===== src/rtl/mac_accum_sat_32_2sc_pkg.sv =====
// Shared constants and types for the saturating frame MAC accumulator.
// Holds the multiplier latency, accumulator width and Q31 clip limits.
package mac_accum_sat_32_2sc_pkg;

    localparam int unsigned MULT_LAT_DEF = 32;
    localparam int unsigned ACC_W_DEF    = 72;

    localparam logic [31:0] Q31_MAX = 32'h7FFF_FFFF;
    localparam logic [31:0] Q31_MIN = 32'h8000_0000;

    typedef struct packed {
        logic valid;
        logic last;
    } tag_t;

endpackage


===== src/rtl/mac_accum_sat_32_2sc_tag_delay_line.sv =====
// WIDTH x DEPTH shift register with asynchronous clear.
// Carries operand tags alongside the un-tagged multiplier pipeline.
module mac_accum_sat_32_2sc_tag_delay_line #(
    parameter int unsigned WIDTH = 2,
    parameter int unsigned DEPTH = 32
) (
    input  logic             i_clk,
    input  logic             i_clr,
    input  logic [WIDTH-1:0] i_d,
    output logic [WIDTH-1:0] o_q
);

    logic [WIDTH-1:0] r_stage [DEPTH];

    always_ff @(posedge i_clk or posedge i_clr) begin
        if (i_clr) begin
            for (int i = 0; i < int'(DEPTH); i++) begin
                r_stage[i] <= '0;
            end
        end else begin
            r_stage[0] <= i_d;
            for (int i = 1; i < int'(DEPTH); i++) begin
                r_stage[i] <= r_stage[i-1];
            end
        end
    end

    assign o_q = r_stage[DEPTH-1];

endmodule


===== src/rtl/mac_accum_sat_32_2sc.sv =====
// Frame accumulator behind the 32-stage multiplier: sums products per frame,
// then rounds, shifts and clips the total to Q31 with a one-cycle valid pulse.
module mac_accum_sat_32_2sc
    import mac_accum_sat_32_2sc_pkg::*;
#(
    parameter int unsigned MULT_LAT = MULT_LAT_DEF,
    parameter int unsigned ACC_W    = ACC_W_DEF,
    parameter int unsigned SHIFT    = 31,
    parameter int unsigned MAX_LEN  = 256
) (
    input  logic        clk,
    input  logic        reset,
    input  logic        in_valid,
    input  logic        in_last,
    input  logic [63:0] y,
    output logic [31:0] out_data,
    output logic        out_valid,
    output logic        out_sat,
    output logic        out_err
);

    localparam int unsigned      CNT_W    = $clog2(MAX_LEN + 2);
    localparam logic [CNT_W-1:0] CNT_ONE  = CNT_W'(1);
    localparam logic [CNT_W-1:0] CNT_MAX  = CNT_W'(MAX_LEN);
    localparam logic [CNT_W-1:0] CNT_SAT  = CNT_W'(MAX_LEN + 1);
    localparam logic [ACC_W:0]   RND_BIAS = {{ACC_W{1'b0}}, 1'b1} << (SHIFT - 1);

    tag_t w_tag_in;
    tag_t w_tag_out;

    logic [ACC_W-1:0]        r_acc;
    logic [ACC_W-1:0]        w_sum;
    logic [CNT_W-1:0]        r_cnt;
    logic [CNT_W-1:0]        w_cnt_nxt;
    logic                    r_first;
    logic [ACC_W:0]          w_rnd;
    logic signed [ACC_W:0]   w_r;
    logic                    w_pos_ovf;
    logic                    w_neg_ovf;

    logic [31:0] r_out_data;
    logic        r_out_valid;
    logic        r_out_sat;
    logic        r_out_err;

    assign w_tag_in = '{valid: in_valid, last: in_valid & in_last};

    mac_accum_sat_32_2sc_tag_delay_line #(
        .WIDTH (2),
        .DEPTH (MULT_LAT)
    ) u_tag_delay_line (
        .i_clk (clk),
        .i_clr (reset),
        .i_d   (w_tag_in),
        .o_q   (w_tag_out)
    );

    // Close-of-frame result is taken from this sum, not from r_acc, so the
    // last product is included without an extra cycle.
    assign w_sum = (r_first ? '0 : r_acc) + {{(ACC_W-64){y[63]}}, y};

    assign w_rnd = {w_sum[ACC_W-1], w_sum} + RND_BIAS;
    assign w_r   = $signed(w_rnd) >>> SHIFT;

    // Result fits in Q31 only when bits [ACC_W:31] are all copies of the sign.
    assign w_pos_ovf = ~w_r[ACC_W] & (|w_r[ACC_W-1:31]);
    assign w_neg_ovf =  w_r[ACC_W] & ~(&w_r[ACC_W-1:31]);

    always_comb begin
        w_cnt_nxt = r_cnt;
        if (r_first) begin
            w_cnt_nxt = CNT_ONE;
        end else if (r_cnt != CNT_SAT) begin
            w_cnt_nxt = r_cnt + CNT_ONE;
        end
    end

    always_ff @(posedge clk or posedge reset) begin
        if (reset) begin
            r_acc       <= '0;
            r_cnt       <= '0;
            r_first     <= 1'b1;
            r_out_data  <= '0;
            r_out_valid <= 1'b0;
            r_out_sat   <= 1'b0;
            r_out_err   <= 1'b0;
        end else begin
            r_out_valid <= 1'b0;
            if (w_tag_out.valid) begin
                r_acc   <= w_sum;
                r_cnt   <= w_cnt_nxt;
                r_first <= w_tag_out.last;
                if (w_tag_out.last) begin
                    r_out_valid <= 1'b1;
                    r_out_err   <= (w_cnt_nxt > CNT_MAX);
                    r_out_sat   <= w_pos_ovf | w_neg_ovf;
                    if (w_pos_ovf) begin
                        r_out_data <= Q31_MAX;
                    end else if (w_neg_ovf) begin
                        r_out_data <= Q31_MIN;
                    end else begin
                        r_out_data <= w_r[31:0];
                    end
                end
            end
        end
    end

    assign out_data  = r_out_data;
    assign out_valid = r_out_valid;
    assign out_sat   = r_out_sat;
    assign out_err   = r_out_err;

endmodule


===== config.mk =====
export PLATFORM = sky130hd
export DESIGN_NAME = mac_accum_sat_32_2sc
export DESIGN_NICKNAME = d
export VERILOG_FILES = /design/src/rtl/mac_accum_sat_32_2sc_pkg.sv /design/src/rtl/mac_accum_sat_32_2sc_tag_delay_line.sv /design/src/rtl/mac_accum_sat_32_2sc.sv
export SDC_FILE = /design/constraint.sdc
export NUM_CORES = 1
export LEC_CHECK = 0
export CAP_MARGIN = 0
export CORE_UTILIZATION = 30
export CTS_CLUSTER_DIAMETER = 120
export DETAILED_ROUTE_END_ITERATION = 8
export HOLD_SLACK_MARGIN = 0.12
export PLACE_DENSITY = 0.47
export SLEW_MARGIN = 20
export SYNTH_ARGS = -nofsm -noshare
export SYNTH_HDL_FRONTEND = slang
export SYNTH_SLANG_ARGS = --single-unit

===== constraint.sdc =====
create_clock -name clk -period 8.6 [get_ports clk]
set_input_delay 1.72 -clock clk [delete_from_list [all_inputs] [get_ports clk]]
set_output_delay 1.72 -clock clk [all_outputs]
set_load 0.005 [all_outputs]

==> impl_metrics.py <==
metrics = {
    "status": {
        "outcome": "complete, no violations",
    },
    "timing": {
        "slew_headroom_pct": 40.77,
        "final.setup.tns_ns": 0,
        "setup_viol": 0,
        "rsz0062_at_grt": "false",
        "worst_hold_slack_ns": 0.3492,
        "slew_viol_final": 0,
        "tightest_slew_ns": 0.8885,
        "clock-skew-final_ns": 0.01656,
        "fmax_ghz": 0.1391,
        "hold_viol": 0,
        "period_minus_slack_ns": 7.189,
        "fin_ws_ns": 1.411,
        "period_share_pct": 83.59,
    },
    "finish": {
        "fillerInstances": 4626,
        "ff_latch_area_um2": 4534,
        "synthToLayoutAreaGrowth_pct": 15.71,
        "final_layout_size_suffix_gt1_share_pct": 12.04,
        "finalNetCount": 1718,
        "antenna_cells": 0,
        "multi_input_area_um2": 8366,
        "utilization_pct": 35.18,
    },
    "clock_network": {
        "cts_setup_buffers": 0,
        "cts_tree": "done",
        "cts.sinks": 181,
        "cts_root_buf": "clkbuf_16",
        "cts_buffers": 17,
        "htree_levels": 4,
        "insertion_delay_ns": 0.50,
        "post_cts_resized": 0,
        "clk_pin_slew_ns": 0.08,
        "cts_hold_buf": 0,
        "clock_path_buffers": 2,
    },
    "place": {
        "place.gp.congestion": 0.9303,
        "port_buffers": 102,
        "pre_cts_ws_ns": 0.9250,
        "detailedPlacementHpwl_mm": 32.53,
    },
    "worst_hold_path": {
        "hold_depth": 0,
        "hp-class": "reg2reg",
    },
    "global_routing": {
        "overflow": 0,
        "grt_first_pass_wirelength_mm": 65.54,
        "grt_max_degree": 64,
        "track_usage_pct": 18.91,
        "grt_pass1_vias": 11430,
        "antenna_found_initial": 0,
    },
    "synth": {
        "syn-mean-instance-area_um2": 8.820,
        "async_reset_ff_share_pct": 100.0,
        "postSynthCellCount": 1521,
        "synth_area_um2": 13420,
        "synth_flop_cell": "dfrtp_1",
        "ys_ff_latch": 181,
        "synth.distinct_cells": 97,
        "syn-num-nets": 1664,
        "yosys_warnings": 0,
        "seq_area_frac_synth_pct": 33.77,
        "synth_edf_count": 0,
    },
    "drt": {
        "routed_wl_mm": 41.43,
        "drc_errors": 0,
        "wl_per_cell_um": 19.01,
        "drt_iter0_drc": 1037,
        "via_count": 11600,
        "via_per_inst": 5.324,
        "drtPass1Iterations": 7,
        "drtAntennaViolNets": 0,
    },
    "setup_path": {
        "cp.required_ns": 8.97,
        "cp.arrival_ns": 7.56,
        "crit_chain": "clkdlybuf4s50_1 -> ha_1 -> fa_1 -> a21o_1 -> a21o_1 -> a221oi_4 -> o211ai_4 -> a21oi_1 -> xnor2_1 -> nand3_1 -> or4_1 -> or2_4 -> or4_4 -> nor4_4 -> o211ai_4 -> buf_4 -> a21oi_1 -> o21ai_1",
        "setup.worst_path.end_class": "register",
        "crit_fanout": 32,
        "crit_type": "in2reg",
        "reg2regPathDepth": 19,
        "slowest_delay_ns": 0.71,
        "cp_slowest_cell": "or4_1",
        "critPathLaunchType": "primary input",
    },
    "die": {
        "die_h_um": 213.5,
        "die-area_um2": 45570,
        "start_util_pct": 30.40,
        "design.core.area_um2": 44120,
        "io_pins": 103,
        "die_x_um": 213.5,
        "rows": 77,
    },
    "pwr": {
        "power_density_nw_per_um2": 380.7,
        "ir_drop_mv": 0.1674,
        "p_leak_nw": 6.195,
    },
    "run": {
        "drv_cap": 0,
    },
}
==> sequential cells by signal (all words and copies together) (netlist names) <==
name                      flops
r_first                       1
u_tag_delay_line.r_stage     62
out_data                     32
out_sat                       1
u_tag_delay_line.o_q          2
out_err                       1
out_valid                     1
r_acc                        72
r_cnt                         9
==> power by group <==
| part | switching, mW | leakage [nW] | total, mW | internal (mW) |
|---|---|---|---|---|
| Combinational | 2.30 | 3.72 | 3.84 | 1.53 |
| Sequential | 0.137 | 2.20 | 1.27 | 1.13 |
| Clock | 0.395 | 0.282 | 0.805 | 0.410 |
| Total | 2.84 | 6.19 | 5.91 | 3.07 |
==> kinds of logic after synthesis <==
family	count (synthesis)	share of synthesized area, %
muxes	70	5.801
and+or+nand+nor	545	21.26
buffers and inverters	118	3.899
adders and majority gates	75	7.051
DFF	181	33.77
AOI/OAI and AO/OA	439	21.89
xor gates and xnor gates	93	6.323
==> critical path: cells and delay by family <==
family,cells,cell delay [ns]
AOI/OAI and AO/OA,8,1.99
and+or+nand+nor,5,2.14
buffers and inverters,2,0.70
xor gates and xnor gates,1,0.28
adders and majority gates,2,0.71
==> cells in the final DEF (no fill, tap or decap), types with 36 or more instances in the layout <==
master           instances
clkdlybuf4s50_1        102
o21ai_0                 65
dfrtp_1                179
xnor2_1                 54
a21oi_1                128
o21ai_1                 55
nor2b_1                 75
xor2_1                  36
nor2_1                 105
mux2_2                  62
nand2_1                152
ha_1                    74
nand4_1                 44
==> final timing paths <==
kind | slack, ns | from | to
min in group asynchronous | 1.63 | reset | r_cnt[2]
max in group asynchronous | 5.61 | reset | r_acc[61]
hold / removal | 0.35 | u_tag_delay_line.r_stage[2] | u_tag_delay_line.o_q[0]
hold reg to reg | 0.35 | u_tag_delay_line.r_stage[2] | u_tag_delay_line.o_q[0]
setup / recovery | 1.41 | y[0] | out_data[20]
setup reg to reg | 1.78 | r_first | out_data[20]
==> cell type report <==
cell class / count / area share [%]
Inverter: 30 / 0.7577
Clock inverter: 14 / 1.032
Multi-Input combinational cell: 1222 / 53.89
Sequential cell: 181 / 29.21
Clock buffer: 17 / 2.741
Timing Repair Buffer: 123 / 7.593
Tap cell: 592 / 4.772
==> layer usage <==
| layer | GRT usage [%] | wire, um |
|---|---|---|
| met4 | 5.665 | 749 |
| met5 | 0 | 0 |
| met2 | 28.39 | 17750 |
| met1 | 27.18 | 20620 |
| met3 | 3.749 | 2303 |
==> synth_stat cells (30+ instances only) <==
cell type	instances	share of area, %
dfrtp_1	180	34
nand2_1	152	4.3
a21oi_1	129	4.8
nor2_1	105	2.9
nor2b_1	75	3.5
ha_1	74	6.9
o21ai_0	65	2.4
mux2_2	62	5.2
o21ai_1	55	2.1
xnor2_1	54	3.5
nand4_1	44	2.1
clkbuf_1	42	1.2
buf_2	37	1.4
xor2_1	36	2.4
nor3_1	34	1.3
nand3_1	32	1.2
inv_1	30	0.84
==> metrics by stage <==
step,cells,area (um2),power [mW]
floorplan,1521,13420,3.946
global placement,2148,14940,5.050
detailed placement,2148,14940,5.067
CTS,2179,15520,5.915
global route,2179,15520,6.390
finish,2179,15520,5.909
Power figures use the tool's default switching activity.
